## src/rtl/serial_sub_pkg.sv

```systemverilog
// serial_sub_pkg -- shared constants and types for the bit-serial subtractor.
//   state_t       : FSM encoding (IDLE=0, RUN=1, DONE=2), 2 bits
//   DEFAULT_WIDTH : default operand/result width
package serial_sub_pkg;

  localparam int DEFAULT_WIDTH = 8;

  typedef enum logic [1:0] {
    IDLE = 2'd0,
    RUN  = 2'd1,
    DONE = 2'd2
  } state_t;

endpackage

```

## src/rtl/full_subtractor.sv

```systemverilog
// full_subtractor -- one-bit combinational subtractor cell.
//   Ai, Bi : minuend / subtrahend bit
//   Bin    : borrow in
//   Do     : difference bit
//   Bo     : borrow out
module full_subtractor (
  input  logic Ai,
  input  logic Bi,
  input  logic Bin,
  output logic Do,
  output logic Bo
);

  assign Do = Ai ^ Bi ^ Bin;
  // Borrow when the minuend bit is 0 and the subtrahend bit is 1, or when the
  // bits are equal and a borrow is already pending.
  assign Bo = (~Ai & Bi) | (~(Ai ^ Bi) & Bin);

endmodule

```

## src/rtl/serial_subtractor.sv

```systemverilog
// serial_subtractor -- bit-serial a - b, LSB first, one bit per clock.
//   clk, rst             : clock, synchronous active-high reset
//   in_valid / in_ready  : operand pair handshake (a, b captured on accept)
//   out_valid / out_ready: result handshake; diff/borrow/ovf held until taken
//   diff                 : a - b modulo 2^WIDTH
//   borrow               : 1 when unsigned a < b
//   ovf                  : signed overflow, only when SERIAL_SUB_OVF_EN is defined
// Results appear WIDTH+1 rising edges after the accepting edge: WIDTH RUN
// cycles followed by one DONE cycle that loads the registered output stage.
module serial_subtractor
  import serial_sub_pkg::*;
#(
  parameter int WIDTH = DEFAULT_WIDTH
) (
  input  logic             clk,
  input  logic             rst,
  input  logic             in_valid,
  output logic             in_ready,
  input  logic [WIDTH-1:0] a,
  input  logic [WIDTH-1:0] b,
  output logic             out_valid,
  input  logic             out_ready,
  output logic [WIDTH-1:0] diff,
`ifdef SERIAL_SUB_OVF_EN
  output logic             ovf,
`endif
  output logic             borrow
);

  localparam int CNT_W = (WIDTH > 1) ? $clog2(WIDTH) : 1;
  localparam logic [CNT_W-1:0] CNT_LAST = CNT_W'(WIDTH - 1);

  state_t            state_q, state_d;
  logic [CNT_W-1:0]  cnt_q, cnt_d;
  logic [WIDTH-1:0]  a_sh_q, a_sh_d;
  logic [WIDTH-1:0]  b_sh_q, b_sh_d;
  logic [WIDTH-1:0]  diff_sh_q, diff_sh_d;
  logic              bor_q, bor_d;
  logic [WIDTH-1:0]  diff_q, diff_d;
  logic              borrow_q, borrow_d;
  logic              out_valid_q, out_valid_d;
  logic              in_ready_q, in_ready_d;
  logic              d_s, bo_s;
`ifdef SERIAL_SUB_OVF_EN
  // Operand sign bits are shifted out during RUN, so they are kept aside.
  logic              a_msb_q, a_msb_d;
  logic              b_msb_q, b_msb_d;
  logic              ovf_q, ovf_d;
`endif

  full_subtractor u_cell (
    .Ai  (a_sh_q[0]),
    .Bi  (b_sh_q[0]),
    .Bin (bor_q),
    .Do  (d_s),
    .Bo  (bo_s)
  );

  // Next-state, datapath and output-stage logic.
  always_comb begin
    state_d     = state_q;
    cnt_d       = cnt_q;
    a_sh_d      = a_sh_q;
    b_sh_d      = b_sh_q;
    diff_sh_d   = diff_sh_q;
    bor_d       = bor_q;
    diff_d      = diff_q;
    borrow_d    = borrow_q;
    out_valid_d = out_valid_q;
`ifdef SERIAL_SUB_OVF_EN
    a_msb_d     = a_msb_q;
    b_msb_d     = b_msb_q;
    ovf_d       = ovf_q;
`endif
    case (state_q)
      IDLE: begin
        if (in_valid) begin
          a_sh_d    = a;
          b_sh_d    = b;
          diff_sh_d = '0;
          bor_d     = 1'b0;
          cnt_d     = '0;
`ifdef SERIAL_SUB_OVF_EN
          a_msb_d   = a[WIDTH-1];
          b_msb_d   = b[WIDTH-1];
`endif
          state_d   = RUN;
        end else begin
          state_d   = IDLE;
        end
      end
      RUN: begin
        a_sh_d    = a_sh_q >> 1;
        b_sh_d    = b_sh_q >> 1;
        diff_sh_d = {d_s, diff_sh_q[WIDTH-1:1]};
        bor_d     = bo_s;
        if (cnt_q == CNT_LAST) begin
          cnt_d   = '0;
          state_d = DONE;
        end else begin
          cnt_d   = cnt_q + CNT_W'(1);
        end
      end
      DONE: begin
        // First DONE cycle loads the output stage; afterwards hold until taken.
        if (!out_valid_q) begin
          diff_d      = diff_sh_q;
          borrow_d    = bor_q;
`ifdef SERIAL_SUB_OVF_EN
          ovf_d       = (a_msb_q != b_msb_q) & (diff_sh_q[WIDTH-1] != a_msb_q);
`endif
          out_valid_d = 1'b1;
        end else if (out_ready) begin
          out_valid_d = 1'b0;
          state_d     = IDLE;
        end else begin
          out_valid_d = 1'b1;
        end
      end
      default: begin
        state_d     = IDLE;
        out_valid_d = 1'b0;
      end
    endcase
    in_ready_d = (state_d == IDLE);
  end

  // State and datapath registers with synchronous reset.
  always_ff @(posedge clk) begin
    if (rst) begin
      state_q     <= IDLE;
      cnt_q       <= '0;
      a_sh_q      <= '0;
      b_sh_q      <= '0;
      diff_sh_q   <= '0;
      bor_q       <= 1'b0;
      diff_q      <= '0;
      borrow_q    <= 1'b0;
      out_valid_q <= 1'b0;
      in_ready_q  <= 1'b1;
`ifdef SERIAL_SUB_OVF_EN
      a_msb_q     <= 1'b0;
      b_msb_q     <= 1'b0;
      ovf_q       <= 1'b0;
`endif
    end else begin
      state_q     <= state_d;
      cnt_q       <= cnt_d;
      a_sh_q      <= a_sh_d;
      b_sh_q      <= b_sh_d;
      diff_sh_q   <= diff_sh_d;
      bor_q       <= bor_d;
      diff_q      <= diff_d;
      borrow_q    <= borrow_d;
      out_valid_q <= out_valid_d;
      in_ready_q  <= in_ready_d;
`ifdef SERIAL_SUB_OVF_EN
      a_msb_q     <= a_msb_d;
      b_msb_q     <= b_msb_d;
      ovf_q       <= ovf_d;
`endif
    end
  end

  assign in_ready  = in_ready_q;
  assign out_valid = out_valid_q;
  assign diff      = diff_q;
  assign borrow    = borrow_q;
`ifdef SERIAL_SUB_OVF_EN
  assign ovf       = ovf_q;
`endif

endmodule
```

## config.mk

```make
export PLATFORM = sky130hd
export DESIGN_NAME = serial_subtractor
export DESIGN_NICKNAME = d
export VERILOG_FILES = /design/src/rtl/serial_sub_pkg.sv /design/src/rtl/full_subtractor.sv /design/src/rtl/serial_subtractor.sv
export SDC_FILE = /design/constraint.sdc
export NUM_CORES = 1
export LEC_CHECK = 0
export BUFFER_PORTS_ARGS = -buffer_cell sky130_fd_sc_hd__clkbuf_2
export CAP_MARGIN = 10
export CORE_AREA = 2 2 78 87
export CTS_CLUSTER_DIAMETER = 200
export CTS_CLUSTER_SIZE = 10
export DETAILED_ROUTE_END_ITERATION = 16
export DIE_AREA = 0 0 80 89
export MAX_ROUTING_LAYER = met4
export PLACE_DENSITY_LB_ADDON = 0.3
export SYNTH_ARGS = -nofsm -noshare
export SYNTH_HDL_FRONTEND = slang
export SYNTH_SLANG_ARGS = --single-unit
```

## constraint.sdc

```tcl
create_clock -name clk -period 2.1 [get_ports clk]
set_input_delay 0.315 -clock clk [delete_from_list [all_inputs] [get_ports clk]]
set_output_delay 0.315 -clock clk [all_outputs]
set_load 0.01 [all_outputs]
```

==> results.txt <==
- The critical path in this run is classified as reg -> reg.
- The Yosys step of the flow raised 0 warnings.
- During placement, the flow inserted port buffers numbering 30.
- Averaged over all synthesized cells, the footprint is roughly 10 um2.
- Number of nets produced by synthesis: 196
- For this block, the via count after detailed routing is approximately 1,300.
* Fraction of synthesized cell area in xor and xnor cells: 0
- Total Routed Length: 3290 um
- Root buffer cell: clkbuf_8
- The H-tree was split into 2 levels.
* Boundary Pins: 31
- Measured against its own limit, the worst slew margin works out to 0.262.
- From left edge to right edge, the die measures roughly 80 um.
- The number of global-route vias before repair is 1,276.
- Global routing finished with a remaining overflow of 0.
* Final hold slack: between 0.2 and 0.3 ns
- Across the run, the number of max-cap violations was 0.
- Drt first pass iters: 5
- The internal power of the cells totals 1.12 mW.
* Sequential group share of total power: 0.557
- Of the total synthesized cell area, the portion taken by AND, OR, NAND and NOR gates is 0.144.
- Wire segments on met3 add up to a little over 90 um in the final route.
- Net switching power of the design: 0.380 mW
* Type of element capturing the critical path: register
- Relative contribution of combinational cells to total power: 0.112
* Switch share: 0.254
- For this design, the CTS-stage hold fixing added 0 buffers.
* Total core area: 6160 um2
- Setup repair after global routing left no endpoint under its margin.
- The most common cell in the synthesized netlist is dfxtp_1.
- After floorplanning, the core was divided into 30 placement rows.
- Clock tree from TritonCTS: built
- Clock tree sinks: slightly above 40
- The number of setup buffers added after CTS is 0.
* Dominant combinational cell family by area after synthesis: compound AO/OA/AOI/OAI gates
* Number of enable flip-flop cells after synthesis: 0
- The compound-cell area share of the yosys netlist is 0.210.
- Last weighted congestion value of the routability-driven placer: 0.699
- Origin of the worst min-delay path: b[7]
* Maximum count of clock buffers along a single path: 2
- The path class of the tightest hold or removal check is in -> reg.
* Fmax: between 0.5 and 0.6 GHz
- Data on the critical path is required at its endpoint by 2.31 ns.
- Via-per-instance ratio: 4.55
- Worst endpoint data arrival time: 1.94 ns
- Leading post-synthesis cells by instance count: dfxtp_1 (41), nor2_1 (23), nand2_1 (20)
- Area of the die: just over 7000 um2
- The detailed router finished its first iteration with 85 violations.
- Wire length on met1: 1510 um
* Number of unique standard cell types used by synthesis: 26
- The initial antenna violation count was 0.
- Summing every instance area after synthesis gives 1770 um2.
- The detail route stage leaves a number of antenna-violating nets equal to 0.
- Routed wl met2: 1600 um
* Power density cells: 745 nW/um2
- Synthesis-to-layout area growth: 13.6%
* Post-synthesis mux area share: 0.0849
* Uppermost layer routed: met4
- Per-cell routed wire length: 11.7 um
* Main area contributors after synthesis: dfxtp_1 (46%), a211oi_2 (9.9%), mux2i_1 (8.5%)
- The wire-length estimate of the detail-placed layout is approximately 2200 um.
* Async set or reset register ratio after synthesis: 0
- Global Route Usage Sum: 0.107
- Worst-skew pair later-pin latency: 0.29 ns
- The first global-routing pass estimated roughly 5700 um of wire.
- Period Utilization, post-route: 0.828
* Final Hold Violating Endpoints: 0
* Kind of start point of the critical path: register
* Total of cells resized after clock tree synthesis: 0
* Starting utilization of the core area: 0.287
- Number of instances in the synthesized netlist: 173
- Crit path from: state_q[0]
- Area share of fa/ha/maj cells after synthesis: 0.0255
- The share of synthesized area in the top cell type comes to 0.464.
- Antenna cells: 0
- The die is 89 um tall.
- Outcome: finished, final reports clean
- Largest net degree at the start of global routing: 33
- In the final layout, the share of cells above drive strength 1 is 0.313.
- The share of the Yosys chip area taken by registers is 0.464.
- The clock arrives with 0.00364 ns of skew.
- In this run, synthesis produced a sequential element count of 41.
- The routed design could run at a clock period as short as about 1.7 ns.
- Static leakage power: 0.786 nW
- Setup violations remaining at the end of the flow were counted as 0.
- Final #Nets: 223
- Transition time at the pin with the least slew margin: between 1 and 1.5 ns
- In this run the worst path has a maximum fanout of 28.
- After clock tree synthesis, the clock-pin slew on the worst setup and hold paths is 0.08 ns.
- The total count of max-transition violations in the final report came to 0.
- Start of the worst register-to-register path: state_q[0]
* DRC violation count after routing: 0
- VDD sags by at most 0.000189 V.
- In the synthesized netlist the dominant register cell turns out to be dfxtp_1.
- Setup total negative slack on the finished layout was measured at 0 ns.
- Num CTS Buffers: 5
- The share of total power dissipated in the clock network is 0.331.
- Library cell occupying the most area in the post-synthesis netlist: dfxtp_1
worst paths after layout:
kind	end	slack, ns	cells past startpoint
setup reg to reg	a_sh_q[6]	0.36	4
setup / recovery	a_sh_q[6]	0.36	4
hold / removal	b_sh_q[7]	0.28	3
hold reg to reg	borrow	0.46	2
sequential cells by signal (all words and copies together), names as in the netlist:
signal     flops
in_ready       1
cnt_q          3
diff           8
a_sh_q         8
borrow         1
out_valid      1
b_sh_q         8
state_q        2
diff_sh_q      8
bor_q          1
worst max-delay path, cell delays in order (launching register included):
cell and delay, ns:
dfxtp_1 0.50, buf_4 0.34, o21ba_4 0.49, nor2_1 0.12, a211oi_2 0.21
layout by cell type (no fill, tap or decap):
cell	synthesis	layout
clkbuf_1	3	1
nand2_1	20	20
clkbuf_8	0	5
dfxtp_1	41	41
clkbuf_2	0	30
mux2i_1	15	15
and2b_2	1	1
nor3b_1	1	1
a211oi_2	14	14
a21o_1	1	1
a21oi_1	12	12
o21ba_4	1	1
inv_1	3	3
fa_1	1	1
nor3_1	1	1
buf_4	0	3
nor2_2	6	6
clkinv_2	0	2
a22oi_1	14	14
nor2_1	23	23
or3b_1	1	1
nand2b_1	1	1
o21bai_1	1	1
ha_1	2	2
nor3b_4	1	1
cell type report:
class	instances	area (um2)
flip-flops and latches	41	821
fillers	669	4150
repair buffers	33	173
multi-input cells	116	821
well taps	80	100
clock inverters	2	10.0
inverters	3	11.3
clock buffers	6	72.6
power groups by stage:
stage	clock network, mW	logic [mW]	registers (mW)
after floorplan	0	0.150	0.846
after global placement	0	0.168	0.851
after detailed placement	0	0.171	0.851
after CTS	0.519	0.173	0.833
after global routing	0.550	0.189	0.838
final	0.495	0.168	0.833
logic make-up (layout without fill, tap and decap cells):
group | Yosys count | after routing
AO/OA/AOI/OAI | 43 | 43
adder cells (fa/ha/maj) | 3 | 3
buffers and inverters | 16 | 44
flip-flops | 41 | 41
multiplexers | 15 | 15
AND/OR/NAND/NOR | 55 | 55
per-stage QoR:
| step | worst slack (ns) | cell area (um2) | std cells | utilization | total power [mW] |
|---|---|---|---|---|---|
| 2_1_floorplan | 0.920 | 1770 | 173 | - | 0.996 |
| 3_3_place_gp | 0.381 | 1930 | 273 | 0.313 | 1.02 |
| 3_5_place_dp | 0.369 | 1930 | 273 | 0.313 | 1.02 |
| 4_1_cts | 0.317 | 2010 | 281 | 0.326 | 1.53 |
| 5_1_grt | 0.194 | 2010 | 281 | 0.326 | 1.58 |
| 6_report | 0.362 | 2010 | 281 | 0.326 | 1.50 |
per-layer routing:
layer,track usage,up-vias
li1,-,651
met1,0.127,598
met2,0.171,21
met3,0.0253,9
met4,0.0555,0
met5,-,-
(Power assumes the default switching activity.)
